$ cat config.mk
export PLATFORM = sky130hd
export DESIGN_NAME = camera_config_seq_flat
export DESIGN_NICKNAME = d
export VERILOG_FILES = /design/src/rtl/camera_config_seq_if.sv /design/src/rtl/camera_config_seq.sv /design/src/flat_wrapper.sv
export SDC_FILE = /design/constraint.sdc
export NUM_CORES = 1
export LEC_CHECK = 0
export CELL_PAD_IN_SITES_DETAIL_PLACEMENT = 0
export CELL_PAD_IN_SITES_GLOBAL_PLACEMENT = 1
export CORE_ASPECT_RATIO = 0.8
export CORE_MARGIN = 2
export CORE_UTILIZATION = 42
export CTS_BUF_LIST = sky130_fd_sc_hd__clkbuf_4
export DETAILED_ROUTE_END_ITERATION = 8
export PLACE_DENSITY = 0.95
export REMOVE_ABC_BUFFERS = 1
export SYNTH_ARGS = -nofsm -noshare
export SYNTH_HDL_FRONTEND = slang
export SYNTH_SLANG_ARGS = --single-unit
$ cat constraint.sdc
create_clock -name i_Clk -period 3.3 [get_ports i_Clk]
set_clock_uncertainty 0.1 [all_clocks]
set_input_delay 0.66 -clock i_Clk [delete_from_list [all_inputs] [get_ports i_Clk]]
set_output_delay 0.66 -clock i_Clk [all_outputs]
set_load 0.03 [all_outputs]
$ cat src/rtl/camera_config_seq_if.sv
// camera_config_seq_if: start/status, register-table and SCCB write bus of the camera config sequencer
//   master: sequencer side (drives o_*, samples i_*)
//   slave : environment side (table ROM, SCCB master, controller)
interface camera_config_seq_if;
    logic        i_Start;
    logic [7:0]  o_RomAddr;
    logic [15:0] i_RomData;
    logic        o_SccbStart;
    logic [7:0]  o_SccbId;
    logic [7:0]  o_SccbReg;
    logic [7:0]  o_SccbData;
    logic        i_SccbReady;
    logic        o_Busy;
    logic        o_Done;
    logic [7:0]  o_WriteCount;
    modport master (
        input  i_Start, i_RomData, i_SccbReady,
        output o_RomAddr, o_SccbStart, o_SccbId, o_SccbReg, o_SccbData, o_Busy, o_Done, o_WriteCount
    );
    modport slave (
        output i_Start, i_RomData, i_SccbReady,
        input  o_RomAddr, o_SccbStart, o_SccbId, o_SccbReg, o_SccbData, o_Busy, o_Done, o_WriteCount
    );
endinterface

$ cat src/rtl/camera_config_seq.sv
// camera_config_seq: walks a {reg, value} table and issues SCCB writes to the camera
//   i_Clk, i_Rst : clock, synchronous active-high reset
//   bus          : i_Start / o_Busy / o_Done / o_WriteCount status, o_RomAddr / i_RomData table port,
//                  o_SccbStart / o_SccbId / o_SccbReg / o_SccbData / i_SccbReady write port
//   Table entry FFFF ends the run, FFF0 holds for DELAY_CYCLES clocks, anything else is a write.
module camera_config_seq #(
    parameter int unsigned DELAY_CYCLES = 2400000,
    parameter logic [7:0]  CAM_ID       = 8'h42
) (
    input  logic                       i_Clk,
    input  logic                       i_Rst,
    camera_config_seq_if.master        bus
);
    typedef enum logic [3:0] {IDLE, FETCH, DECODE, SEND, GUARD, WAIT_RDY, DELAY, NEXT, DONE} state_t;
    localparam logic [21:0] DELAY_LOAD = 22'(DELAY_CYCLES - 1);
    state_t      state_q, state_d;
    logic [7:0]  addr_q, addr_d;
    logic        start_q, start_d;
    logic [7:0]  reg_q, reg_d;
    logic [7:0]  data_q, data_d;
    logic        busy_q, busy_d;
    logic        done_q, done_d;
    logic [7:0]  wcnt_q, wcnt_d;
    logic [21:0] dcnt_q, dcnt_d;
    always_comb begin
        state_d = state_q;
        addr_d  = addr_q;
        start_d = 1'b0;
        reg_d   = reg_q;
        data_d  = data_q;
        busy_d  = busy_q;
        done_d  = done_q;
        wcnt_d  = wcnt_q;
        dcnt_d  = dcnt_q;
        case (state_q)
            IDLE, DONE: if (bus.i_Start) begin
                addr_d  = '0;
                wcnt_d  = '0;
                done_d  = 1'b0;
                busy_d  = 1'b1;
                state_d = FETCH;
            end
            FETCH: state_d = DECODE;
            DECODE: if (bus.i_RomData == 16'hFFFF) begin
                busy_d  = 1'b0;
                done_d  = 1'b1;
                state_d = DONE;
            end else if (bus.i_RomData == 16'hFFF0) begin
                dcnt_d  = DELAY_LOAD;
                state_d = DELAY;
            end else begin
                reg_d   = bus.i_RomData[15:8];
                data_d  = bus.i_RomData[7:0];
                state_d = SEND;
            end
            SEND: if (bus.i_SccbReady) begin
                start_d = 1'b1;
                wcnt_d  = wcnt_q + {7'd0, wcnt_q != 8'hFF};
                state_d = GUARD;
            end
            // The pulse is on the wire here and ready has not dropped yet, so ready is not trusted.
            GUARD: state_d = WAIT_RDY;
            WAIT_RDY: state_d = bus.i_SccbReady ? NEXT : WAIT_RDY;
            DELAY: if (dcnt_q == '0) state_d = NEXT;
                   else dcnt_d = dcnt_q - 22'd1;
            NEXT: if (addr_q == 8'hFF) begin
                busy_d  = 1'b0;
                done_d  = 1'b1;
                state_d = DONE;
            end else begin
                addr_d  = addr_q + 8'd1;
                state_d = FETCH;
            end
            default: state_d = IDLE;
        endcase
    end
    always_ff @(posedge i_Clk) begin
        if (i_Rst) begin
            state_q <= IDLE;
            addr_q  <= '0;
            start_q <= 1'b0;
            reg_q   <= '0;
            data_q  <= '0;
            busy_q  <= 1'b0;
            done_q  <= 1'b0;
            wcnt_q  <= '0;
            dcnt_q  <= '0;
        end else begin
            state_q <= state_d;
            addr_q  <= addr_d;
            start_q <= start_d;
            reg_q   <= reg_d;
            data_q  <= data_d;
            busy_q  <= busy_d;
            done_q  <= done_d;
            wcnt_q  <= wcnt_d;
            dcnt_q  <= dcnt_d;
        end
    end
    assign bus.o_RomAddr    = addr_q;
    assign bus.o_SccbStart  = start_q;
    assign bus.o_SccbId     = CAM_ID;
    assign bus.o_SccbReg    = reg_q;
    assign bus.o_SccbData   = data_q;
    assign bus.o_Busy       = busy_q;
    assign bus.o_Done       = done_q;
    assign bus.o_WriteCount = wcnt_q;
endmodule

$ cat src/flat_wrapper.sv
// flat-port wrapper written by rule: the top's interface ports become plain ports
module camera_config_seq_flat 
#(
    parameter int unsigned DELAY_CYCLES = 2400000,
    parameter logic [7:0]  CAM_ID       = 8'h42
)
  (i_Clk, i_Rst, bus_i_Start, bus_i_RomData, bus_i_SccbReady, bus_o_RomAddr, bus_o_SccbStart, bus_o_SccbId, bus_o_SccbReg, bus_o_SccbData, bus_o_Busy, bus_o_Done, bus_o_WriteCount);
  camera_config_seq_if bus_i ();
  input  logic i_Clk;
  input  logic i_Rst;
  input wire logic [$bits(bus_i.i_Start)-1:0] bus_i_Start;
  input wire logic [$bits(bus_i.i_RomData)-1:0] bus_i_RomData;
  input wire logic [$bits(bus_i.i_SccbReady)-1:0] bus_i_SccbReady;
  output wire logic [$bits(bus_i.o_RomAddr)-1:0] bus_o_RomAddr;
  output wire logic [$bits(bus_i.o_SccbStart)-1:0] bus_o_SccbStart;
  output wire logic [$bits(bus_i.o_SccbId)-1:0] bus_o_SccbId;
  output wire logic [$bits(bus_i.o_SccbReg)-1:0] bus_o_SccbReg;
  output wire logic [$bits(bus_i.o_SccbData)-1:0] bus_o_SccbData;
  output wire logic [$bits(bus_i.o_Busy)-1:0] bus_o_Busy;
  output wire logic [$bits(bus_i.o_Done)-1:0] bus_o_Done;
  output wire logic [$bits(bus_i.o_WriteCount)-1:0] bus_o_WriteCount;
  assign bus_i.i_Start = bus_i_Start;
  assign bus_i.i_RomData = bus_i_RomData;
  assign bus_i.i_SccbReady = bus_i_SccbReady;
  assign bus_o_RomAddr = bus_i.o_RomAddr;
  assign bus_o_SccbStart = bus_i.o_SccbStart;
  assign bus_o_SccbId = bus_i.o_SccbId;
  assign bus_o_SccbReg = bus_i.o_SccbReg;
  assign bus_o_SccbData = bus_i.o_SccbData;
  assign bus_o_Busy = bus_i.o_Busy;
  assign bus_o_Done = bus_i.o_Done;
  assign bus_o_WriteCount = bus_i.o_WriteCount;
  camera_config_seq #(.DELAY_CYCLES(DELAY_CYCLES), .CAM_ID(CAM_ID)) u_core (.i_Clk(i_Clk), .i_Rst(i_Rst), .bus(bus_i));
endmodule
==> impl_results.md <==
- Clk slew on worst S/H paths: 0.09 ns
- Die Width: 98.0 µm
- Antenna violations before repair: 0
- Critical-path maximum fanout: 9
- Commonest non-fill, non-tap cell in the layout: dfxtp_1
- CP Class: register to register
- H-tree Lvls: 3
- Switch share: 0.322
- Vias per inst: 5.52
- Final min period: 2.54 ns
- Comb power frac: 0.263
- Distinct cell type count after synthesis: 53
- Post-route design area: 0.00369 mm²
- Top post-synthesis cells by area: dfxtp_1, mux2i_1, nor2_1, a21oi_1, xnor2_1
- Clock power share: 0.295
- CTS Buf Count: 9
- Status: complete, no violations
- Vert. Die Dim: 79.2 µm
- Vias: 2629
- Maximum VDD drop: 0.296 mV
- RSZ-0062 raised after global routing: false
- Number of gates resized after CTS: 0
- Setup tns final: 0 ns
- Leak Pwr: 0.00129 µW
- Core area: 0.00686 mm²
- First-pass GRT wire length: 11.2 mm
- Placed Cells incl. Taps: 460
- Syn Inst Count: 333
- 1st-iter DRT viols: 123
- Number of flops mapped to enable cells by yosys: 0
- Cell Area, Synth: 0.00297 mm²
- Die ar.: 0.00776 mm²
- HPWL Detailed: 4.75 mm
- Post-DP Area: 0.00353 mm²
- Routed WL: 6.70 mm
- P_int: 1320 µW
- Synth Flop Type: dfxtp_1
- Register share of total power: 0.442
- Post-synth top area cell: dfxtp_1
- Commonest non-fill, non-tap cells in the layout: dfxtp_1, clkdlybuf4s50_1, nor2_1
- Clock Latency Late Sink: 0.40 ns
- CP Launch Type: register
- Remaining antenna violation count: 0
- # hold bufs at CTS: 0
- Number of port buffers: 54
- Post-CTS Setup Bufs: 0
- PwrDens: 527 mW/mm²
- Switching power: 625 µW
- Flop and latch count out of synthesis: 61
- Critical path data arrival time: 2.70 ns
- Max-cap violation count: 0
- Crit share post-route: 0.770
- Share of layout cells above drive strength 1: 0.0694
- Placer Congestion: 0.820
- Nets: 408
- Root buf cell: clkbuf_4
- Vias in the first global route: 2409
- Number of remaining DRC errors: 0
- Ant. Diodes: 0
- Synth top area share: 0.412
- Seq/Total Area, Yosys: 0.412
- Area added between synthesis and finish: 24.3%
- Critical path required time: 3.46 ns
- Asr flop ratio synth: 0
- Average size of a mapped cell: 8.91 µm²
- Synth Warn #: 0
- Routed wire per std cell: 14.1 µm
- CP endpoint kind: register
- Tightest Pin Transition: 0.900 ns
- Finish-stage setup viols: 0
- Fmax: 394 MHz
- GRT Residual Overflow: 0
- Hold Vio Cnt, Final: 0
- Final non-filler cell total: 476
- TritonCTS clock tree: done
- Boundary Pins: 63
- Slew margin rel.: 0.395
- First-pass detailed-route iteration total: 5
- Initial Utilization: 0.433
- Num Clock Sinks: 61
- Clk buf depth: 2
- Worst Hold Class: register to register
- GRT Overall Usage: 0.178
- Rows: 27
- Largest net degree at the start of global routing: 37
- Fin. max-slew vios: 0
==> power by group through the flow <==
stage               logic, µW  clock network (µW)  registers (µW)
floorplan                 247                   0             953
finish                    511                 573             859
global placement          508                   0             871
CTS                       513                 589             859
detailed placement        509                   0             874
global route              562                 615             873
==> cell type report <==
class,instances,area [µm²]
inverters,7,26.3
fillers,626,3170
clock buffers,10,75.1
repair buffers,56,556
well taps,87,109
clock inverters,6,77.6
multi-input cells,249,1620
flip-flops and latches,61,1220
==> critical path, stage by stage (launching register included) <==
cell and delay (ns):
dfxtp_1 0.36, inv_1 0.07, ha_1 0.23, nor4b_2 0.40
nand4_1 0.32, o21ai_1 0.64, or4_1 0.22, a31oi_1 0.08
==> final timing paths <==
kind,start,end,slack [ns],depth (start not counted)
max,u_core.dcnt_q[0],u_core.dcnt_q[12],0.76,7
min reg2reg,u_core.bus.o_Done,u_core.bus.o_Done,0.38,2
max reg2reg,u_core.dcnt_q[0],u_core.dcnt_q[12],0.76,7
min,u_core.bus.o_Done,u_core.bus.o_Done,0.38,2
==> synth_stat cells, types with 6 or more instances <==
cell type and instances:
inv_1 7, nor3_1 11, nand4_1 9, xnor2_1 10
mux2i_1 20, or4_1 7, buf_4 9, nor2_1 40
a211oi_1 10, xor2_1 9, dfxtp_1 61, a21oi_1 19
nand3_1 10, nand2_1 20, a31oi_1 7, o21ai_1 6
o31ai_1 7, clkbuf_1 9
==> stage by stage <==
| step | setup WS [ns] | utilization | hold WS [ns] | total power, µW |
|---|---|---|---|---|
| floorplan | 1.16 | - | 0.353 | 1200 |
| global placement | 0.569 | 0.515 | 0.356 | 1380 |
| detailed placement | 0.554 | 0.515 | 0.373 | 1380 |
| CTS | 0.772 | 0.538 | 0.384 | 1960 |
| global route | 0.556 | 0.538 | 0.405 | 2050 |
| finish | 0.759 | 0.538 | 0.382 | 1940 |
==> sequential cells by signal (all words and copies together) (netlist names) <==
signal	cells
u_core.bus.o_RomAddr	8
u_core.dcnt_q	22
u_core.bus.o_Busy	1
u_core.state_q	4
u_core.bus.o_Done	1
u_core.bus.o_SccbStart	1
u_core.bus.o_WriteCount	8
u_core.bus.o_SccbData	8
u_core.bus.o_SccbReg	8
==> routing by layer <==
layer | vias up | routed length (µm) | GRT usage
li1 | 1321 | - | -
met1 | 1202 | 3240 | 0.237
met2 | 98 | 2870 | 0.266
met3 | 8 | 505 | 0.0748
met4 | 0 | 74 | 0.0486
met5 | - | 0 | 0
==> logic make-up after synthesis <==
| logic type | share of synthesized area |
|---|---|
| XOR/XNOR | 0.0561 |
| adder cells (fa/ha/maj) | 0.0169 |
| AO/OA/AOI/OAI | 0.147 |
| flip-flops | 0.412 |
| AND/OR/NAND/NOR | 0.249 |
| buffers and inverters | 0.0489 |
| other | 0.00253 |
| multiplexers | 0.0675 |
No activity file was read; power rests on OpenSTA's default activity.
